### src/rtl/uart_rx_pkg.sv
// Shared types and constants for the UART receive controller.
// Optional three-sample majority vote is enabled with UART_RX_MAJORITY_VOTE_EN.
package uart_rx_pkg;

  localparam int unsigned PRESCALE_W     = 5;
  localparam int unsigned BIT_CNT_W      = 4;
  localparam int unsigned START_IDX      = 0;
  localparam int unsigned DATA_FIRST_IDX = 1;

  typedef enum logic [2:0] {
    IDLE   = 3'd0,
    START  = 3'd1,
    DATA   = 3'd2,
    PARITY = 3'd3,
    STOP   = 3'd4
  } rx_state_t;

  // 2-of-3 vote used by the oversampling sampler
  function automatic logic majority3(input logic a, input logic b, input logic c);
    return (a & b) | (a & c) | (b & c);
  endfunction

endpackage

### src/rtl/uart_rx_ctrl_if.sv
// Serial line, configuration, edge/bit counter and result signals of the receiver.
import uart_rx_pkg::*;

interface uart_rx_ctrl_if #(
  parameter int unsigned DATA_WIDTH = 8
);
  logic                  RX_IN;
  logic [PRESCALE_W-1:0] Prescale;
  logic                  PAR_EN;
  logic                  PAR_TYP;
  logic [PRESCALE_W-1:0] edge_count;
  logic [BIT_CNT_W-1:0]  bit_count;
  logic                  edge_end;
  logic                  cnt_en;
  logic [DATA_WIDTH-1:0] P_DATA;
  logic                  Data_valid;
  logic                  Par_err;
  logic                  Stp_err;

  modport slave (
    input  RX_IN, Prescale, PAR_EN, PAR_TYP, edge_count, bit_count, edge_end,
    output cnt_en, P_DATA, Data_valid, Par_err, Stp_err
  );

  modport master (
    output RX_IN, Prescale, PAR_EN, PAR_TYP, edge_count, bit_count, edge_end,
    input  cnt_en, P_DATA, Data_valid, Par_err, Stp_err
  );
endinterface

### src/rtl/uart_rx_sampler.sv
// Mid-bit sampler; with UART_RX_MAJORITY_VOTE_EN it votes over ticks P/2-1, P/2, P/2+1,
// otherwise it takes the single sample at tick P/2.
module uart_rx_sampler
  import uart_rx_pkg::*;
(
  input  logic                  CLK,
  input  logic                  Reset,
  input  logic                  rx_in,
  input  logic [PRESCALE_W-1:0] prescale,
  input  logic [PRESCALE_W-1:0] edge_count,
  input  logic                  enable,
  output logic                  bit_val
);

  logic [PRESCALE_W-1:0] mid_tick;
  assign mid_tick = prescale >> 1;

`ifdef UART_RX_MAJORITY_VOTE_EN
  logic [PRESCALE_W-1:0] early_tick;
  logic [PRESCALE_W-1:0] late_tick;
  logic                  s_early;
  logic                  s_mid;

  assign early_tick = mid_tick - PRESCALE_W'(1);
  assign late_tick  = mid_tick + PRESCALE_W'(1);

  // Third sample is voted live so the result settles by tick P/2+2 (<= P for P >= 6)
  always_ff @(posedge CLK or negedge Reset) begin
    if (!Reset) begin
      s_early <= 1'b0;
      s_mid   <= 1'b0;
      bit_val <= 1'b0;
    end else if (enable) begin
      if (edge_count == early_tick) s_early <= rx_in;
      if (edge_count == mid_tick)   s_mid   <= rx_in;
      if (edge_count == late_tick)  bit_val <= majority3(s_early, s_mid, rx_in);
    end
  end
`else
  always_ff @(posedge CLK or negedge Reset) begin
    if (!Reset) begin
      bit_val <= 1'b0;
    end else if (enable && (edge_count == mid_tick)) begin
      bit_val <= rx_in;
    end
  end
`endif

endmodule

### src/rtl/uart_rx_ctrl.sv
// UART receive controller: start detect, LSB-first data shift, parity and stop checks.
// Sampling mode selected by UART_RX_MAJORITY_VOTE_EN (see uart_rx_sampler).
module uart_rx_ctrl
  import uart_rx_pkg::*;
#(
  parameter int unsigned DATA_WIDTH = 8
) (
  input  logic            CLK,
  input  logic            Reset,
  uart_rx_ctrl_if.slave   bus
);

  localparam logic [BIT_CNT_W-1:0] START_BIT = BIT_CNT_W'(START_IDX);
  localparam logic [BIT_CNT_W-1:0] LAST_DATA = BIT_CNT_W'(DATA_FIRST_IDX + DATA_WIDTH - 1);

  rx_state_t             state_q, state_nxt;
  logic                  cnt_en_q, cnt_en_nxt;
  logic [DATA_WIDTH-1:0] p_data_q, p_data_nxt;
  logic                  dv_q, dv_nxt;
  logic                  pe_q, pe_nxt;
  logic                  se_q, se_nxt;
  logic                  par_en_q, par_en_nxt;
  logic                  par_typ_q, par_typ_nxt;
  logic                  par_fail_q, par_fail_nxt;
  logic                  voted;

  uart_rx_sampler u_sampler (
    .CLK        (CLK),
    .Reset      (Reset),
    .rx_in      (bus.RX_IN),
    .prescale   (bus.Prescale),
    .edge_count (bus.edge_count),
    .enable     (cnt_en_q),
    .bit_val    (voted)
  );

  // State and registered outputs
  always_ff @(posedge CLK or negedge Reset) begin
    if (!Reset) begin
      state_q    <= IDLE;
      cnt_en_q   <= 1'b0;
      p_data_q   <= '0;
      dv_q       <= 1'b0;
      pe_q       <= 1'b0;
      se_q       <= 1'b0;
      par_en_q   <= 1'b0;
      par_typ_q  <= 1'b0;
      par_fail_q <= 1'b0;
    end else begin
      state_q    <= state_nxt;
      cnt_en_q   <= cnt_en_nxt;
      p_data_q   <= p_data_nxt;
      dv_q       <= dv_nxt;
      pe_q       <= pe_nxt;
      se_q       <= se_nxt;
      par_en_q   <= par_en_nxt;
      par_typ_q  <= par_typ_nxt;
      par_fail_q <= par_fail_nxt;
    end
  end

  // Next-state logic; every bit decision is taken on the bit's last tick
  always_comb begin
    state_nxt = state_q;
    unique case (state_q)
      IDLE:   if (!bus.RX_IN) state_nxt = START;
      START:  if (bus.edge_end && (bus.bit_count == START_BIT))
                state_nxt = voted ? IDLE : DATA;
      DATA:   if (bus.edge_end && (bus.bit_count == LAST_DATA))
                state_nxt = par_en_q ? PARITY : STOP;
      PARITY: if (bus.edge_end) state_nxt = STOP;
      STOP:   if (bus.edge_end) state_nxt = IDLE;
      default: state_nxt = IDLE;
    endcase
  end

  // Output / datapath next values
  always_comb begin
    cnt_en_nxt   = (state_nxt != IDLE);
    p_data_nxt   = p_data_q;
    dv_nxt       = 1'b0;
    pe_nxt       = 1'b0;
    se_nxt       = 1'b0;
    par_en_nxt   = par_en_q;
    par_typ_nxt  = par_typ_q;
    par_fail_nxt = par_fail_q;
    unique case (state_q)
      IDLE: begin
        if (!bus.RX_IN) begin
          par_en_nxt   = bus.PAR_EN;
          par_typ_nxt  = bus.PAR_TYP;
          par_fail_nxt = 1'b0;
        end
      end
      DATA: begin
        if (bus.edge_end) p_data_nxt = {voted, p_data_q[DATA_WIDTH-1:1]};
      end
      PARITY: begin
        if (bus.edge_end && (voted != (^p_data_q ^ par_typ_q))) begin
          pe_nxt       = 1'b1;
          par_fail_nxt = 1'b1;
        end
      end
      STOP: begin
        if (bus.edge_end) begin
          if (!voted)           se_nxt = 1'b1;
          else if (!par_fail_q) dv_nxt = 1'b1;
        end
      end
      default: ;
    endcase
  end

  assign bus.cnt_en     = cnt_en_q;
  assign bus.P_DATA     = p_data_q;
  assign bus.Data_valid = dv_q;
  assign bus.Par_err    = pe_q;
  assign bus.Stp_err    = se_q;

endmodule
### src/flat_wrapper.sv
// flat-port wrapper written by rule: the top's interface ports become plain ports
module uart_rx_ctrl_flat import uart_rx_pkg::*;
#(
  parameter int unsigned DATA_WIDTH = 8
)
  (CLK, Reset, bus_RX_IN, bus_Prescale, bus_PAR_EN, bus_PAR_TYP, bus_edge_count, bus_bit_count, bus_edge_end, bus_cnt_en, bus_P_DATA, bus_Data_valid, bus_Par_err, bus_Stp_err);
  uart_rx_ctrl_if #(.DATA_WIDTH(DATA_WIDTH)) bus_i ();
  input  logic CLK;
  input  logic Reset;
  input wire logic [$bits(bus_i.RX_IN)-1:0] bus_RX_IN;
  input wire logic [$bits(bus_i.Prescale)-1:0] bus_Prescale;
  input wire logic [$bits(bus_i.PAR_EN)-1:0] bus_PAR_EN;
  input wire logic [$bits(bus_i.PAR_TYP)-1:0] bus_PAR_TYP;
  input wire logic [$bits(bus_i.edge_count)-1:0] bus_edge_count;
  input wire logic [$bits(bus_i.bit_count)-1:0] bus_bit_count;
  input wire logic [$bits(bus_i.edge_end)-1:0] bus_edge_end;
  output wire logic [$bits(bus_i.cnt_en)-1:0] bus_cnt_en;
  output wire logic [$bits(bus_i.P_DATA)-1:0] bus_P_DATA;
  output wire logic [$bits(bus_i.Data_valid)-1:0] bus_Data_valid;
  output wire logic [$bits(bus_i.Par_err)-1:0] bus_Par_err;
  output wire logic [$bits(bus_i.Stp_err)-1:0] bus_Stp_err;
  assign bus_i.RX_IN = bus_RX_IN;
  assign bus_i.Prescale = bus_Prescale;
  assign bus_i.PAR_EN = bus_PAR_EN;
  assign bus_i.PAR_TYP = bus_PAR_TYP;
  assign bus_i.edge_count = bus_edge_count;
  assign bus_i.bit_count = bus_bit_count;
  assign bus_i.edge_end = bus_edge_end;
  assign bus_cnt_en = bus_i.cnt_en;
  assign bus_P_DATA = bus_i.P_DATA;
  assign bus_Data_valid = bus_i.Data_valid;
  assign bus_Par_err = bus_i.Par_err;
  assign bus_Stp_err = bus_i.Stp_err;
  uart_rx_ctrl #(.DATA_WIDTH(DATA_WIDTH)) u_core (.CLK(CLK), .Reset(Reset), .bus(bus_i));
endmodule
### config.mk
export PLATFORM = sky130hd
export DESIGN_NAME = uart_rx_ctrl_flat
export DESIGN_NICKNAME = d
export VERILOG_FILES = /design/src/rtl/uart_rx_pkg.sv /design/src/rtl/uart_rx_ctrl_if.sv /design/src/rtl/uart_rx_sampler.sv /design/src/rtl/uart_rx_ctrl.sv /design/src/flat_wrapper.sv
export SDC_FILE = /design/constraint.sdc
export NUM_CORES = 1
export LEC_CHECK = 0
export CORE_MARGIN = 2
export CORE_UTILIZATION = 44
export DETAILED_ROUTE_END_ITERATION = 7
export PLACE_DENSITY = 0.81
export SETUP_SLACK_MARGIN = 0.5
export SLEW_MARGIN = 15
export SYNTH_ARGS = -nofsm -noshare
export SYNTH_HDL_FRONTEND = slang
export SYNTH_HIERARCHICAL = 1
export SYNTH_SLANG_ARGS = --single-unit
### constraint.sdc
create_clock -name CLK -period 2.2 [get_ports CLK]
set_input_delay 0.22 -clock CLK [delete_from_list [all_inputs] [get_ports CLK]]
set_output_delay 0.22 -clock CLK [all_outputs]
set_load 0.03 [all_outputs]
==> impl_metrics.csv <==
group,metric,value,unit
outcome,run_status,"finished clean",
grt,grt-ovfl-total,0,
place,place_congestion,0.757,
clocking,clk_pin_slew,0.10,ns
sta,finalWorstSetupSlack,0.503,ns
route,routed_wl,1790,um
grt,grt_pass1_wl,3000,um
finish,antennaDiodeCount,0,
grt,grt_pass1_vias,709,
floorplanning,top_level_ports,32,
place,portBuffers,30,
synthesis,avgSynthCellArea,11.9,um^2
route,drtIter0Drc,12,
sta,slew_headroom,76.3,%
place,postPlaceCellArea,1290,um^2
sta,setup_tns,0,ns
finish,post-route-util,66.8,%
grt,antenna_found_initial,0,
critical_path,critPathKind,"input pin to flip-flop",
clocking,cts_buffer_depth,2,
grt,groute.usage.overall,16.4,%
synthesis,ys_types,30,
finish,nNetsFinal,136,
critical_path,critPathMaxFanout,5,
place,place.detailed.hpwl,1380,um
grt,grt_max_degree,20,
clocking,clock_sinks,19,
floorplanning,rows,16,
finish,layout_commonest_cell,"clkdlybuf4s50_1",
synthesis,yosys.area.top_type_share,50.4,%
job,maxCapViolCount,0,
sta,drv_slew,0,
power,ir_drop,646,uV
synthesis,synth_seq_area_share,50.4,%
critical_path,critical_path_arrival,1.88,ns
floorplanning,die-area,2530,um^2
sta,hold_viol_final,0,
finish,drive_gt1_share,24.3,%
finish,fin_area,1340,um^2
clocking,cts_hold_buf,0,
clocking,cts_buffers,3,
synthesis,syn_nets,99,
place,dp_slack,0.168,ns
clocking,clk_latency,0.30,ns
floorplanning,core,2000,um^2
sta,worst_pin_slew,0.352,ns
floorplanning,die_h,50.3,um
finish,final_cell_mix,"clkdlybuf4s50_1 (29), dfrtp_1 (19), mux2_2 (11)",
sta,period_needed,1.70,ns
critical_path,worstSetupEndpointType,"flip-flop",
finish,syn_to_final_growth,41.8,%
synthesis,post-synth-top-area-cell,"dfrtp_1",
clocking,cts_root_buf,"clkbuf_4",
sta,max_freq,589,MHz
synthesis,postSynthCellCount,79,
power,powerDensity,738,nW/um^2
min_path,hold_class,"input pin to async pin",
sta,setup_violations,0,
sta,rsz0062_at_grt,"true",
critical_path,required,2.39,ns
route,first_pass_iters,4,
route,vias,726,
floorplanning,start_util,47.1,%
synthesis,synth_warnings,6,
route,routedWlPerCell,12.6,um
synthesis,syn_area,943,um^2
synthesis,ys_top_cells_by_area,"dfrtp_1 (50%), mux2_2 (13%), xnor2_1 (8.4%)",
sta,finalCritPeriodShare,77.1,%
clocking,cts_tree,"done",
critical_path,cp-start-kind,"input pin",
floorplanning,die_w,50.3,um
route,vias_per_cell,5.11,
power,p_leak,0.580,nW
clocking,htreeDepth,1,
synthesis,ys_ff_latch,19,
route,final_antenna_net_count,0,
route,drc_errors,0,
sta,skew,0.0104,ns
==> synthesized netlist by cell type (all sizes together) <==
cell     count
o21ai        1
inv          5
nor4         2
or4b         1
nor4b        1
mux2        11
and2         1
o2bb2ai      1
a21oi        1
buf          1
o22ai        3
or3b         1
nand2b       2
nand2        3
dfrtp       19
or3          1
nand3        1
nor3b        2
a222oi       1
xnor2        9
and2b        1
nor3         1
xor2         1
nor2         4
o31ai        1
nor2b        1
a31o         1
o22a         1
o211ai       1
==> per-layer routing <==
metal | up-vias | track usage (%) | part of all wire [%]
li1 | 356 | - | -
met1 | 342 | 17.5 | 40
met2 | 23 | 27.4 | 49
met3 | 5 | 6.25 | 7.8
met4 | 0 | 9.91 | 2.7
met5 | - | 0 | 0
==> power by group <==
| group | switching, mW | internal (mW) |
|---|---|---|
| clock | 0.102 | 0.0678 |
| sequential | 0.0715 | 0.407 |
| combinational | 0.148 | 0.191 |
==> logic make-up (layout without fill, tap and decap cells) <==
| logic type | count (synthesis) | after routing | share of synthesized area (%) |
|---|---|---|---|
| simple gates | 22 | 22 | 15.6 |
| buf+inv | 6 | 42 | 2.52 |
| mux | 11 | 11 | 13.1 |
| flops | 19 | 19 | 50.4 |
| compound gates | 11 | 11 | 9.02 |
| xor+xnor | 10 | 10 | 9.28 |
==> worst paths after layout <==
check | to | slack (ns) | from | cells past startpoint
min | u_core/bus.P_DATA[2] | 0.24 | Reset | 2
max in group asynchronous | u_core/state_q[2] | 1.75 | Reset | 2
max | u_core/bus.cnt_en | 0.50 | bus_edge_end | 6
max reg2reg | u_core/bus.P_DATA[4] | 0.61 | u_core/state_q[0] | 3
min reg2reg | u_core/bus.Data_valid | 0.45 | u_core/par_fail_q | 1
min in group CLK | u_core/bus.Data_valid | 0.45 | u_core/par_fail_q | 1
==> layout make-up <==
| cell class | instances | area (um^2) |
|---|---|---|
| Fill cell | 164 | 664 |
| Clock inverter | 1 | 5.00 |
| Tap cell | 27 | 33.8 |
| Sequential cell | 19 | 475 |
| Inverter | 5 | 18.8 |
| Clock buffer | 3 | 22.5 |
| Timing Repair Buffer | 33 | 325 |
| Multi-Input combinational cell | 54 | 457 |
==> metrics by stage <==
stage,instances,power (mW),hold slack [ns]
after floorplan,79,0.694,-0.0756
after global placement,138,0.808,0.417
after detailed placement,138,0.820,0.430
after CTS,142,0.992,0.246
after global routing,142,1.05,0.257
final,142,0.987,0.245
==> sequential cells by signal, summed over array words and instances (netlist names) <==
name / cells
u_core/bus.cnt_en: 1
u_core/u_sampler/bit_val: 1
u_core/par_typ_q: 1
u_core/par_fail_q: 1
u_core/bus.P_DATA: 8
u_core/bus.Par_err: 1
u_core/state_q: 3
u_core/bus.Data_valid: 1
u_core/par_en_q: 1
u_core/bus.Stp_err: 1
==> worst max-delay path: stages <==
cell and delay [ns]:
clkdlybuf4s50_1 0.47, or4b_4 0.51, o21ai_2 0.15, o2bb2ai_2 0.11, nand2_1 0.08, or3_1 0.35
==> timing repair <==
item                       CTS  global route
buffers inserted             0             0
setup endpoints to repair    0             7
gates resized for setup      0             3
Note: power is estimated with default switching activity, not from simulation.
